### config.mk
export PLATFORM = sky130hd
export DESIGN_NAME = alu_ctrl_sequencer
export DESIGN_NICKNAME = d
export VERILOG_FILES = /design/src/rtl/alu_ctrl_sequencer.sv
export SDC_FILE = /design/constraint.sdc
export NUM_CORES = 1
export LEC_CHECK = 0
export CAP_MARGIN = 20
export CELL_PAD_IN_SITES_DETAIL_PLACEMENT = 2
export CELL_PAD_IN_SITES_GLOBAL_PLACEMENT = 2
export CORE_MARGIN = 3
export CORE_UTILIZATION = 30
export DETAILED_ROUTE_END_ITERATION = 10
export PLACE_DENSITY_LB_ADDON = 0.1
export SYNTH_ARGS = -nofsm -noshare
export SYNTH_HDL_FRONTEND = slang
export SYNTH_SLANG_ARGS = --single-unit
### constraint.sdc
create_clock -name clk -period 4 [get_ports clk]
set_input_delay 0.8 -clock clk [delete_from_list [all_inputs] [get_ports clk]]
set_output_delay 0.8 -clock clk [all_outputs]
set_load 0.02 [all_outputs]
### src/rtl/alu_ctrl_sequencer.sv
// Multi-cycle Tiny RISC decode/sequencing unit driving the ALU controls.
// Optional: define ALU_CTRL_ILLEGAL_TRAP_EN to pulse illegal for ops 21..31.
module alu_ctrl_sequencer #(
  parameter int DIV_CYCLES = 4,
  parameter int MUL_CYCLES = 2,
  parameter int ALU_CYCLES = 1
) (
  input  logic        clk,
  input  logic        rst,
  input  logic        inst_valid,
  output logic        inst_ready,
  input  logic [31:0] inst,
  input  logic [31:0] pc,
  input  logic [31:0] ret_addr,
  input  logic        alu_eq,
  input  logic        alu_gt,
  input  logic        mem_ack,
  output logic        isAdd,
  output logic        isSub,
  output logic        isMul,
  output logic        isDiv,
  output logic        isMod,
  output logic        isCmp,
  output logic        isAnd,
  output logic        isOr,
  output logic        isNot,
  output logic        isMov,
  output logic        isLsl,
  output logic        isLsr,
  output logic        isAsr,
  output logic        isImmediate,
  output logic [31:0] imm,
  output logic [3:0]  rd_addr,
  output logic [3:0]  rs1_addr,
  output logic [3:0]  rs2_addr,
  output logic        mem_rd,
  output logic        mem_wr,
  output logic        wb_en,
  output logic        wb_pc_sel,
  output logic        flagE,
  output logic        flagGt,
  output logic        branch_taken,
  output logic [31:0] branch_target,
  output logic        done,
  output logic        illegal
);

  typedef enum logic [2:0] {
    S_IDLE,
    S_DECODE,
    S_EXEC,
    S_MEM,
    S_WB
  } state_t;

  state_t r_state;
  state_t w_next;

  logic [31:0] r_inst;
  logic [31:0] r_pc;
  logic [3:0]  r_cnt;
  logic [12:0] r_strobe;
  logic        r_isimm;
  logic        r_pcsel;
  logic        r_flag_e;
  logic        r_flag_gt;
  logic [31:0] r_imm;
  logic [31:0] r_target;
  logic [3:0]  r_rd;
  logic [3:0]  r_rs1;
  logic [3:0]  r_rs2;

  logic [4:0]  w_op;
  logic [20:0] w_dec;
  logic [15:0] w_imm16;
  logic [31:0] w_imm;
  logic [31:0] w_target;
  logic [3:0]  w_cnt;
  logic [12:0] w_strobe;
  logic        w_ldst;
  logic        w_ill;
  logic        w_skip;
  logic        w_wb;
  logic        w_taken;

  // r_inst holds the accepted word until retire, so decode is
  // recomputed from it in every state instead of being registered.
  assign w_op     = r_inst[31:27];
  assign w_dec    = 21'd1 << w_op;
  assign w_imm16  = r_inst[15:0];
  assign w_ldst   = w_dec[14] | w_dec[15];
  assign w_ill    = w_op > 5'd20;
  assign w_skip   = w_dec[13] | (|w_dec[20:16]) | w_ill;
  assign w_wb     = (|w_dec[12:0]) | w_dec[14] | w_dec[19];
  assign w_strobe = w_ldst ? 13'd1 : w_dec[12:0];

  assign w_taken = (|w_dec[20:18])
                 | (w_dec[16] & r_flag_e)
                 | (w_dec[17] & r_flag_gt);

  assign w_target = w_dec[20] ? ret_addr :
    r_pc + {{3{r_inst[26]}}, r_inst[26:0], 2'b00};

  always_comb begin
    w_imm = {{16{w_imm16[15]}}, w_imm16};
    unique case (1'b1)
      r_inst[17:16] == 2'b01: w_imm = {16'h0, w_imm16};
      r_inst[17:16] == 2'b10: w_imm = {w_imm16, 16'h0};
      default: ;
    endcase
  end

  always_comb begin
    w_cnt = 4'(ALU_CYCLES);
    unique case (1'b1)
      w_dec[3] | w_dec[4]: w_cnt = 4'(DIV_CYCLES);
      w_dec[2]:            w_cnt = 4'(MUL_CYCLES);
      default: ;
    endcase
  end

  always_ff @(posedge clk) begin
    if (rst) r_state <= S_IDLE;
    else     r_state <= w_next;
  end

  always_comb begin
    w_next = r_state;
    unique case (r_state)
      S_IDLE:   if (inst_valid) w_next = S_DECODE;
      S_DECODE: w_next = w_skip ? S_WB : S_EXEC;
      S_EXEC:   if (r_cnt <= 4'd1) w_next = w_ldst ? S_MEM : S_WB;
      S_MEM:    if (mem_ack) w_next = S_WB;
      S_WB:     w_next = S_IDLE;
      default:  w_next = S_IDLE;
    endcase
  end

  always_ff @(posedge clk) begin
    if (rst) begin
      r_inst    <= '0;
      r_pc      <= '0;
      r_cnt     <= '0;
      r_strobe  <= '0;
      r_isimm   <= 1'b0;
      r_pcsel   <= 1'b0;
      r_imm     <= '0;
      r_target  <= '0;
      r_rd      <= '0;
      r_rs1     <= '0;
      r_rs2     <= '0;
      r_flag_e  <= 1'b0;
      r_flag_gt <= 1'b0;
    end else begin
      unique case (r_state)
        S_IDLE: begin
          if (inst_valid) begin
            r_inst <= inst;
            r_pc   <= pc;
          end
        end
        S_DECODE: begin
          r_cnt    <= w_skip ? 4'd0 : w_cnt;
          r_strobe <= w_strobe;
          r_isimm  <= !w_skip & (w_ldst | r_inst[26]);
          r_imm    <= w_imm;
          r_rd     <= w_dec[19] ? 4'hF : r_inst[25:22];
          r_rs1    <= r_inst[21:18];
          r_rs2    <= r_inst[17:14];
          r_pcsel  <= w_dec[19];
          r_target <= w_target;
        end
        S_EXEC: begin
          r_cnt <= r_cnt - 4'd1;
          if (r_cnt <= 4'd1 && w_dec[5]) begin
            r_flag_e  <= alu_eq;
            r_flag_gt <= alu_gt;
          end
        end
        S_WB: begin
          r_strobe <= '0;
          r_isimm  <= 1'b0;
          r_pcsel  <= 1'b0;
          r_imm    <= '0;
          r_target <= '0;
          r_rd     <= '0;
          r_rs1    <= '0;
          r_rs2    <= '0;
        end
        default: ;
      endcase
    end
  end

  assign inst_ready = r_state == S_IDLE;
  assign done       = r_state == S_WB;

  assign {isAsr, isLsr, isLsl, isMov, isNot, isOr, isAnd,
          isCmp, isMod, isDiv, isMul, isSub, isAdd} =
    (r_state == S_EXEC) ? r_strobe : 13'd0;

  assign isImmediate   = r_isimm;
  assign imm           = r_imm;
  assign rd_addr       = r_rd;
  assign rs1_addr      = r_rs1;
  assign rs2_addr      = r_rs2;
  assign mem_rd        = (r_state == S_MEM) & w_dec[14];
  assign mem_wr        = (r_state == S_MEM) & w_dec[15];
  assign wb_en         = done & w_wb;
  assign wb_pc_sel     = r_pcsel;
  assign flagE         = r_flag_e;
  assign flagGt        = r_flag_gt;
  assign branch_taken  = done & w_taken;
  assign branch_target = r_target;

`ifdef ALU_CTRL_ILLEGAL_TRAP_EN
  assign illegal = done & w_ill;
`else
  assign illegal = 1'b0;
`endif

endmodule

# Yosys cells after proc, flatten, opt, wreduce, memory -nomap -nowiden

Index checks and enable logic that the tools add are counted.

Add/sub/neg operators: 2
Magnitude comparators: 2
Equality and inequality tests: 9
Shifts and indexed selects: 1
Multiplexer cells: 22
Bitwise operators: 16
Reduce and logical (&&, ||, !) cells: 11

Operators by type and width:

| cell                                                            | count |
|---|---|
| case mux 32 bit (2 select lines)                                | 3 |
| adder 32 bit                                                    | 1 |
| two-way mux 32 bit                                              | 1 |
| case mux 4 bit (2 select lines)                                 | 4 |
| two-way mux 13 bit                                              | 2 |
| case mux 13 bit (2 select lines)                                | 1 |
| left shift 1 x 5 -> 21 bit (first input constant)               | 1 |
| two-way mux 3 bit                                               | 5 |
| OR reduction 13 bit                                             | 1 |
| case mux 3 bit (4 select lines)                                 | 1 |
| OR 1 bit                                                        | 9 |
| two-way mux 4 bit                                               | 2 |
| bitwise AND 1 bit                                               | 7 |
| == test 3 x 2 -> 1 bit (second input constant)                  | 2 |
| != test 2 bit (second input constant)                           | 3 |
| case mux 3 bit (2 select lines)                                 | 1 |
| greater-than comparator 5 bit (second input constant)           | 1 |
| OR reduction 5 bit                                              | 1 |
| less-or-equal comparator 4 x 1 -> 1 bit (second input constant) | 1 |
| case mux 1 bit (2 select lines)                                 | 2 |
| AND reduction 2 bit                                             | 2 |
| nonzero test 2 bit                                              | 2 |
| subtractor 4 x 1 -> 4 bit (second input constant)               | 1 |
| == test 3 x 1 -> 1 bit (second input constant)                  | 1 |
| other kinds (8)                                                 | 8 |

Register bits after elaboration: 164
Input port bits: 102
Output and inout port bits: 100
Word-level logic and storage cells: 77

# Depth between registers and ports, before layout

Gate-level depths: netlist (run 1).

Word-level depth: 7
Mapped depth: 9
Mapped depth without buffers: 8

# Worst setup path before layout (run 1)

No wires, ideal clock.

Path type: flip-flop to output port
From: reg r_state[1]
To: out mem_rd
Arrival: 1,718 ps
Required time: 3,200 ps
Slack: 1,482 ps
Cell stages (with the launch flop): 5
Buffers on the path: 1
Cells stage by stage: dfxtp_1 > clkbuf_1 > nand3_1 > or4b_2 > nor2b_1

Longest elaborated chain between the ends: 2

RTL lines:

| element                  | RTL line | text |
|---|---|---|
| start: declaration       | 56       | `state_t r_state;` |
| start signal: assignment | 124      | `else r_state <= w_next;` |
| == test 3 x 2 -> 1 bit   | 207      | `assign mem_rd = (r_state == S_MEM) & w_dec[14];` |
| bitwise AND 1 bit        | 207      |  |
| end: declaration         | 36       | `output logic mem_rd,` |

No other way between the ends.

# Final worst setup path (run 1)

From: reg r_inst[30]
To: out mem_rd

Longest elaborated chain between the ends: 2

RTL lines:

| element                    | RTL line | text |
|---|---|---|
| start: declaration         | 59       | `logic [31:0] r_inst;` |
| start signal: assignment   | 158      | `r_inst <= inst;` |
| left shift 1 x 5 -> 21 bit | 89       | `assign w_dec = 21'd1 << w_op;` |
| bitwise AND 1 bit          | 207      |  |

No other way between the ends.

==> impl_metrics.csv, run 1 <==
group,metric,value,unit
hold_path,worstHoldStart,"imm[31]",
cts,cts_resized,0,
route,dr_wl_met3,1.22,mm
cells_and_area,syn2layout_area_growth,34.4,%
floorplanning,pin_count,202,
logic_synthesis,synth_nets,1192,
floorplanning,start_util,0.306,
route,vias_per_cell,5.39,
pwr,p_per_area,397,mW/mm²
global_route,antenna_found_initial,3,
global_route,grt_max_degree,170,
cts,cts.sinks,164,
status,outcome,"completed",
sta,rsz0062_at_grt,"no",
cts,cts.path.max_buffers,2,
worst_setup_path,worst-endpoint-arrival,2710,ps
cts,post-cts-setup-buffers,0,
floorplanning,die_h,172,µm
logic_synthesis,synth.area.top_cells,"dfxtp_1 40%, a21oi_1 9.7%, nand2_1 7.8%",
worst_setup_path,critPathKind,"flop to primary output",
sta,fin_crit,3510,ps
cts,cts_buffers,17,
cells_and_area,num-nets-final,1346,
logic_synthesis,ys_top_cells_by_count,"171 x nand2_1, 164 x dfxtp_1, 160 x a21oi_1",
run,maxCapViolCount,0,
logic_synthesis,ys_types,71,
logic_synthesis,netlist_area,0.00828,mm²
cells_and_area,diodes,0,
sta,min_period_over_period,0.877,
worst_setup_path,crit_path_start_kind,"flop",
worst_setup_path,max_stage_delay,710,ps
route,drcViolationCount,0,
placement,dp_hpwl,23.7,mm
route,vias,8424,
route,wirelength,33.0,mm
placement,place_ws,935,ps
floorplanning,core_area,0.0270,mm²
floorplanning,dieArea,0.0296,mm²
cts,h-tree-depth,4,
worst_setup_path,r2r-start,"r_inst[0]",
sta,fmax,0.285,GHz
placement,placed_cells,1532,
sta,tightestPinTransition,961,ps
logic_synthesis,yosys.cell_count.top_type,"nand2_1",
worst_setup_path,worstPathRequired,3200,ps
sta,fin_skew,27.7,ps
sta,finalHoldViolCount,0,
floorplanning,rows,60,
cts,path_clk_slew,80,ps
logic_synthesis,async_flop_share,0,
route,wl_met1,15.2,mm
logic_synthesis,synth_cells,1056,
worst_setup_path,critical_path_peak_fanout,15,
cells_and_area,drive_gt1_frac,0.0507,
logic_synthesis,avgSynthCellArea,7.84,µm²
floorplanning,die-width,172,µm
cts,worstSkewPairLatency,450,ps
worst_setup_path,startpoint,"r_inst[30]",
placement,numPortBuffers,200,
pwr,max-vdd-ir-drop,261,µV
hold_path,hp-class,"flop to flop",
cts,holdBufCountCts,0,
global_route,grt_pass1_vias,9031,
cts,cts_tree,"built",
pwr,p_leak,0.00418,µW
worst_setup_path,crit_path_cell_trace,"nand3_1 -> or4b_2 -> nor2b_1 -> clkdlybuf4s50_1",
logic_synthesis,yosys_warnings,0,
logic_synthesis,yosys.area.top_type,"dfxtp_1",
placement,place.gp.congestion,0.825,
route,wl_per_cell,21.1,µm
sta,finalMaxSlewViolations,0,
logic_synthesis,ys_ff_latch,164,
route,routed.top_layer,"met5",
cells_and_area,final_cells,1564,
route,drtAntennaViolNets,0,
logic_synthesis,synth_edf_count,0,
worst_setup_path,crit_slowest_cell,"or4b_2",
logic_synthesis,yosysSeqAreaShare,0.397,
global_route,grt_usage,0.223,
sta,finalSetupTns,0,ps
logic_synthesis,ys.flop_type,"dfxtp_1",
cts,root_buffer,"clkbuf_16",
route,firstDrtPassIters,5,
sta,slew_headroom,0.359,
logic_synthesis,yosysTopAreaCellShare,0.397,
global_route,grt_pass1_wl,51.5,mm
worst_setup_path,endpoint_kind,"primary output",
sta,setup_slack,492,ps
route,drtIter0Drc,510,
sta,setup_violations,0,
global_route,grt_overflow_total,0,
route,met2_wirelength,16.2,mm
worst max-delay path: cells and delay by family, from the launching register on:
family,cells,cell delay [ps]
AND/OR/NAND/NOR,3,1020
flip-flops,1,640
buffers and inverters,1,610
state kept, by name, summed over array words and instances, names as in the netlist:
| signal | cells |
|---|---|
| r_state | 3 |
| flagE | 1 |
| r_cnt | 4 |
| wb_pc_sel | 1 |
| branch_target | 32 |
| rs2_addr | 4 |
| r_strobe | 13 |
| r_pc | 32 |
| flagGt | 1 |
| rs1_addr | 4 |
| imm | 32 |
| isImmediate | 1 |
| rd_addr | 4 |
| r_inst | 32 |
layout make-up:
cell class / instances / area [µm²]
clock buffers: 17 / 425
clock inverters: 15 / 200
fillers: 3047 / 15900
inverters: 15 / 56.3
multi-input cells: 799 / 4600
flip-flops and latches: 164 / 3280
well taps: 341 / 427
repair buffers: 213 / 2130
placed cells by master (no fill, tap or decap), types with 18 or more instances in the layout:
master           instances
a21oi_1                160
a22oi_1                 62
clkdlybuf4s50_1        199
dfxtp_1                164
ha_1                    33
nand2_1                171
nand3_1                 18
nor2_1                 121
nor3_1                  18
o21ai_0                 22
per-layer routing:
| layer | global-route usage | up-vias |
|---|---|---|
| met5 | 0 | - |
| met4 | 0.0420 | 6 |
| met3 | 0.0400 | 21 |
| met2 | 0.387 | 167 |
| met1 | 0.292 | 4156 |
| li1 | - | 4074 |
cell families after synthesis:
group | after synthesis | share of synthesized area
AND/OR/NAND/NOR | 407 | 0.220
AO/OA/AOI/OAI | 335 | 0.256
XOR/XNOR | 15 | 0.0159
flip-flops | 164 | 0.397
other | 1 | 0.000453
buffers and inverters | 93 | 0.0499
multiplexers | 7 | 0.00862
adder cells (fa/ha/maj) | 34 | 0.0523
worst paths after layout:
check | cells after the start | end | slack (ps)
hold / removal | 2 | imm[31] | 460
setup / recovery | 4 | mem_rd | 490
setup reg to reg | 8 | branch_target[18] | 1120
hold reg to reg | 2 | imm[31] | 460
report_power, final:
| part | leakage [µW] | switching [µW] | internal [µW] |
|---|---|---|---|
| Sequential | 0.00133 | 105 | 1720 |
| Combinational | 0.00255 | 512 | 349 |
| Clock | 0.000298 | 864 | 860 |
| Total | 0.00418 | 1480 | 2930 |
per-stage QoR:
step	utilization	hold WS (ps)	cell area, µm²	total power [µW]
global route	0.412	492	11100	4640
finish	0.412	459	11100	4410
detailed placement	0.389	451	10500	2730
CTS	0.412	461	11100	4470
global placement	0.389	444	10500	2710
floorplan	-	432	8280	2340
Power figures use the tool's default switching activity.
==> run 2: changes to the inputs <==
- CORE_MARGIN: 3 -> unset
- PLACE_DENSITY: unset -> 0.82
- PLACE_DENSITY_LB_ADDON: 0.1 -> unset
==> run 2 against run 1 <==
Net effect:
- register-to-register slack worse by 20 ps
- count of clock-buffer cells in the layout is 1 higher
- via count increased by 1.5%
- routed wire length rose by 1.5%
- worst setup slack improved by 4.1 ps
- cell count up 0.26%
- power barely moved
- global-route usage rose by 1.3 points
- final area decreased by 0.28%
- sequential share of layout area grew 0.083 points
- critical endpoint unchanged
- largest cell class unchanged
- largest power group unchanged
==> impl_metrics.csv, run 2 (same netlist as run 1, synthesis figures left out) <==
group,metric,value,unit
status,outcome,"completed",
route,wirelength,33.5,mm
pwr,p_leak,0.00417,µW
route,vias,8550,
pwr,p_seq_frac,0.415,
worst_setup_path,worst-endpoint-arrival,2700,ps
worst_setup_path,crit_path_cell_trace,"nand3_1 -> or4b_2 -> nor2b_1 -> clkdlybuf4s50_1",
sta,fin_skew,17.5,ps
global_route,grt_overflow_total,0,
worst_setup_path,crit_slowest_cell,"or4b_2",
route,drtAntennaViolNets,0,
cts,cts_resized,0,
placement,place.gp.congestion,0.876,
floorplanning,die_h,168,µm
sta,min_period_over_period,0.876,
hold_path,hp-class,"flop to flop",
placement,numPortBuffers,200,
worst_setup_path,crit_path_start_kind,"flop",
route,drcViolationCount,0,
cts,cts.sinks,164,
pwr,p_clk_frac,0.388,
route,wl_per_cell,21.4,µm
worst_setup_path,r2r_cells,8,
floorplanning,core_area,0.0270,mm²
cells_and_area,syn2layout_area_growth,34.1,%
pwr,intPower,2980,µW
floorplanning,rows,60,
cells_and_area,layout_common_cells,"199 x clkdlybuf4s50_1, 171 x nand2_1, 164 x dfxtp_1",
worst_setup_path,max_stage_delay,680,ps
worst_setup_path,startpoint,"r_state[1]",
cts,path_clk_slew,70,ps
cts,worstSkewPairLatency,440,ps
cts,h-tree-depth,4,
placement,dpl-instance-area,0.0105,mm²
sta,fmax,0.285,GHz
placement,dp_hpwl,24.3,mm
sta,tightestPinTransition,972,ps
cells_and_area,drive_gt1_frac,0.0522,
pwr,max-vdd-ir-drop,231,µV
route,drtIter0Drc,396,
global_route,grt_usage,0.235,
pwr,switching_share,0.325,
floorplanning,dieArea,0.0283,mm²
worst_setup_path,critPathKind,"flop to primary output",
pwr,p_sw,1430,µW
pwr,pwr-share-comb,0.197,
global_route,antenna_found_initial,3,
worst_setup_path,r2r-start,"r_inst[0]",
worst_setup_path,r2r_slack,1100,ps
route,vias_per_cell,5.45,
worst_setup_path,r2r_end,"branch_target[30]",
cts,root_buffer,"clkbuf_16",
global_route,grt_pass1_wl,51.7,mm
global_route,grt_pass1_vias,9006,
cts,cts_buffers,17,
cts,cts_tree,"built",
cts,holdBufCountCts,0,
sta,finalMaxSlewViolations,0,
cts,post-cts-setup-buffers,0,
run,maxCapViolCount,0,
worst_setup_path,worstPathRequired,3200,ps
sta,finalSetupTns,0,ps
floorplanning,start_util,0.306,
worst_setup_path,endpoint_kind,"primary output",
sta,fin_crit,3500,ps
worst_setup_path,cp-endpoint,"mem_rd",
floorplanning,die-width,168,µm
global_route,grt_max_degree,63,
sta,rsz0062_at_grt,"no",
worst_setup_path,crit_family,"simple AND/OR/NAND/NOR gates",
pwr,p_per_area,397,mW/mm²
sta,setup_violations,0,
cells_and_area,stdcell_area,0.0111,mm²
sta,finalHoldViolCount,0,
floorplanning,pin_count,202,
route,firstDrtPassIters,4,
cells_and_area,mostFrequentLayoutCell,"clkdlybuf4s50_1",
cells_and_area,num-nets-final,1348,
worst_setup_path,critical_path_peak_fanout,14,
cts,cts.path.max_buffers,2,
worst_setup_path,critical_path_buf_inv_count,1,
sta,slew_headroom,0.351,
worst_setup_path,cp.depth,4,
## run 2: changes by cell type in the layout (fill, tap and decap cells not counted), moves of 2 or more
cell | previous run | this run
buf_12 | 3 | 1
buf_4 | 11 | 15
clkinv_8 | 7 | 1
clkinvlp_4 | 1 | 3
diode_2 | 0 | 2
inv_6 | 1 | 4
## run 2: final cells by class
class                      instances  area (µm²)
inverter                          15        56.3
tap                              341         427
timing repair buffer             215        2120
multi-input combinational        799        4600
sequential                       164        3280
antenna                            2        5.00
fill                            3051       15900
clock buffer                      18         439
clock inverter                    14         160
## run 2: power by group through the flow
stage	registers, µW	clock network, µW	logic, µW
global placement	1860	0	837
CTS	1830	1750	871
finish	1830	1710	869
detailed placement	1870	0	861
global route	1840	1800	948
floorplan	1850	0	490
## run 2: how the worst min path moves through the flow
stage	from	endpoint	slack [ps]	depth (start not counted)
3_5_place_dp	r_pc[1]	r_pc[1]	460	2
6_report	imm[31]	imm[31]	460	2
3_3_place_gp	imm[31]	imm[31]	440	2
2_1_floorplan	r_strobe[2]	r_strobe[2]	430	2
5_1_grt	imm[31]	imm[31]	490	2
4_1_cts	imm[31]	imm[31]	470	2
## run 2: per-stage QoR
stage,utilization,total power [µW],setup WS [ps],cells,hold WS [ps]
after global routing,0.410,4590,362,1566,488
final,0.411,4410,496,1568,461
after global placement,0.388,2700,1030,1533,444
after CTS,0.410,4450,469,1565,468
after detailed placement,0.388,2730,977,1533,458
after floorplan,-,2340,1480,1056,432
## run 2: routing by layer
layer,global-route usage,wire (µm),up-vias
li1,-,-,4068
met1,0.295,15200,4276
met2,0.421,16700,178
met3,0.0411,1240,26
met4,0.0478,366,2
met5,0,13,-
## run 2: worst reg2reg max path, delay by kind of cell, from the launching register on
family                     cells  cell delay, ps
AOI/OAI and AO/OA              3            1110
adders and majority gates      2             660
DFF                            1             350
and+or+nand+nor                3             720
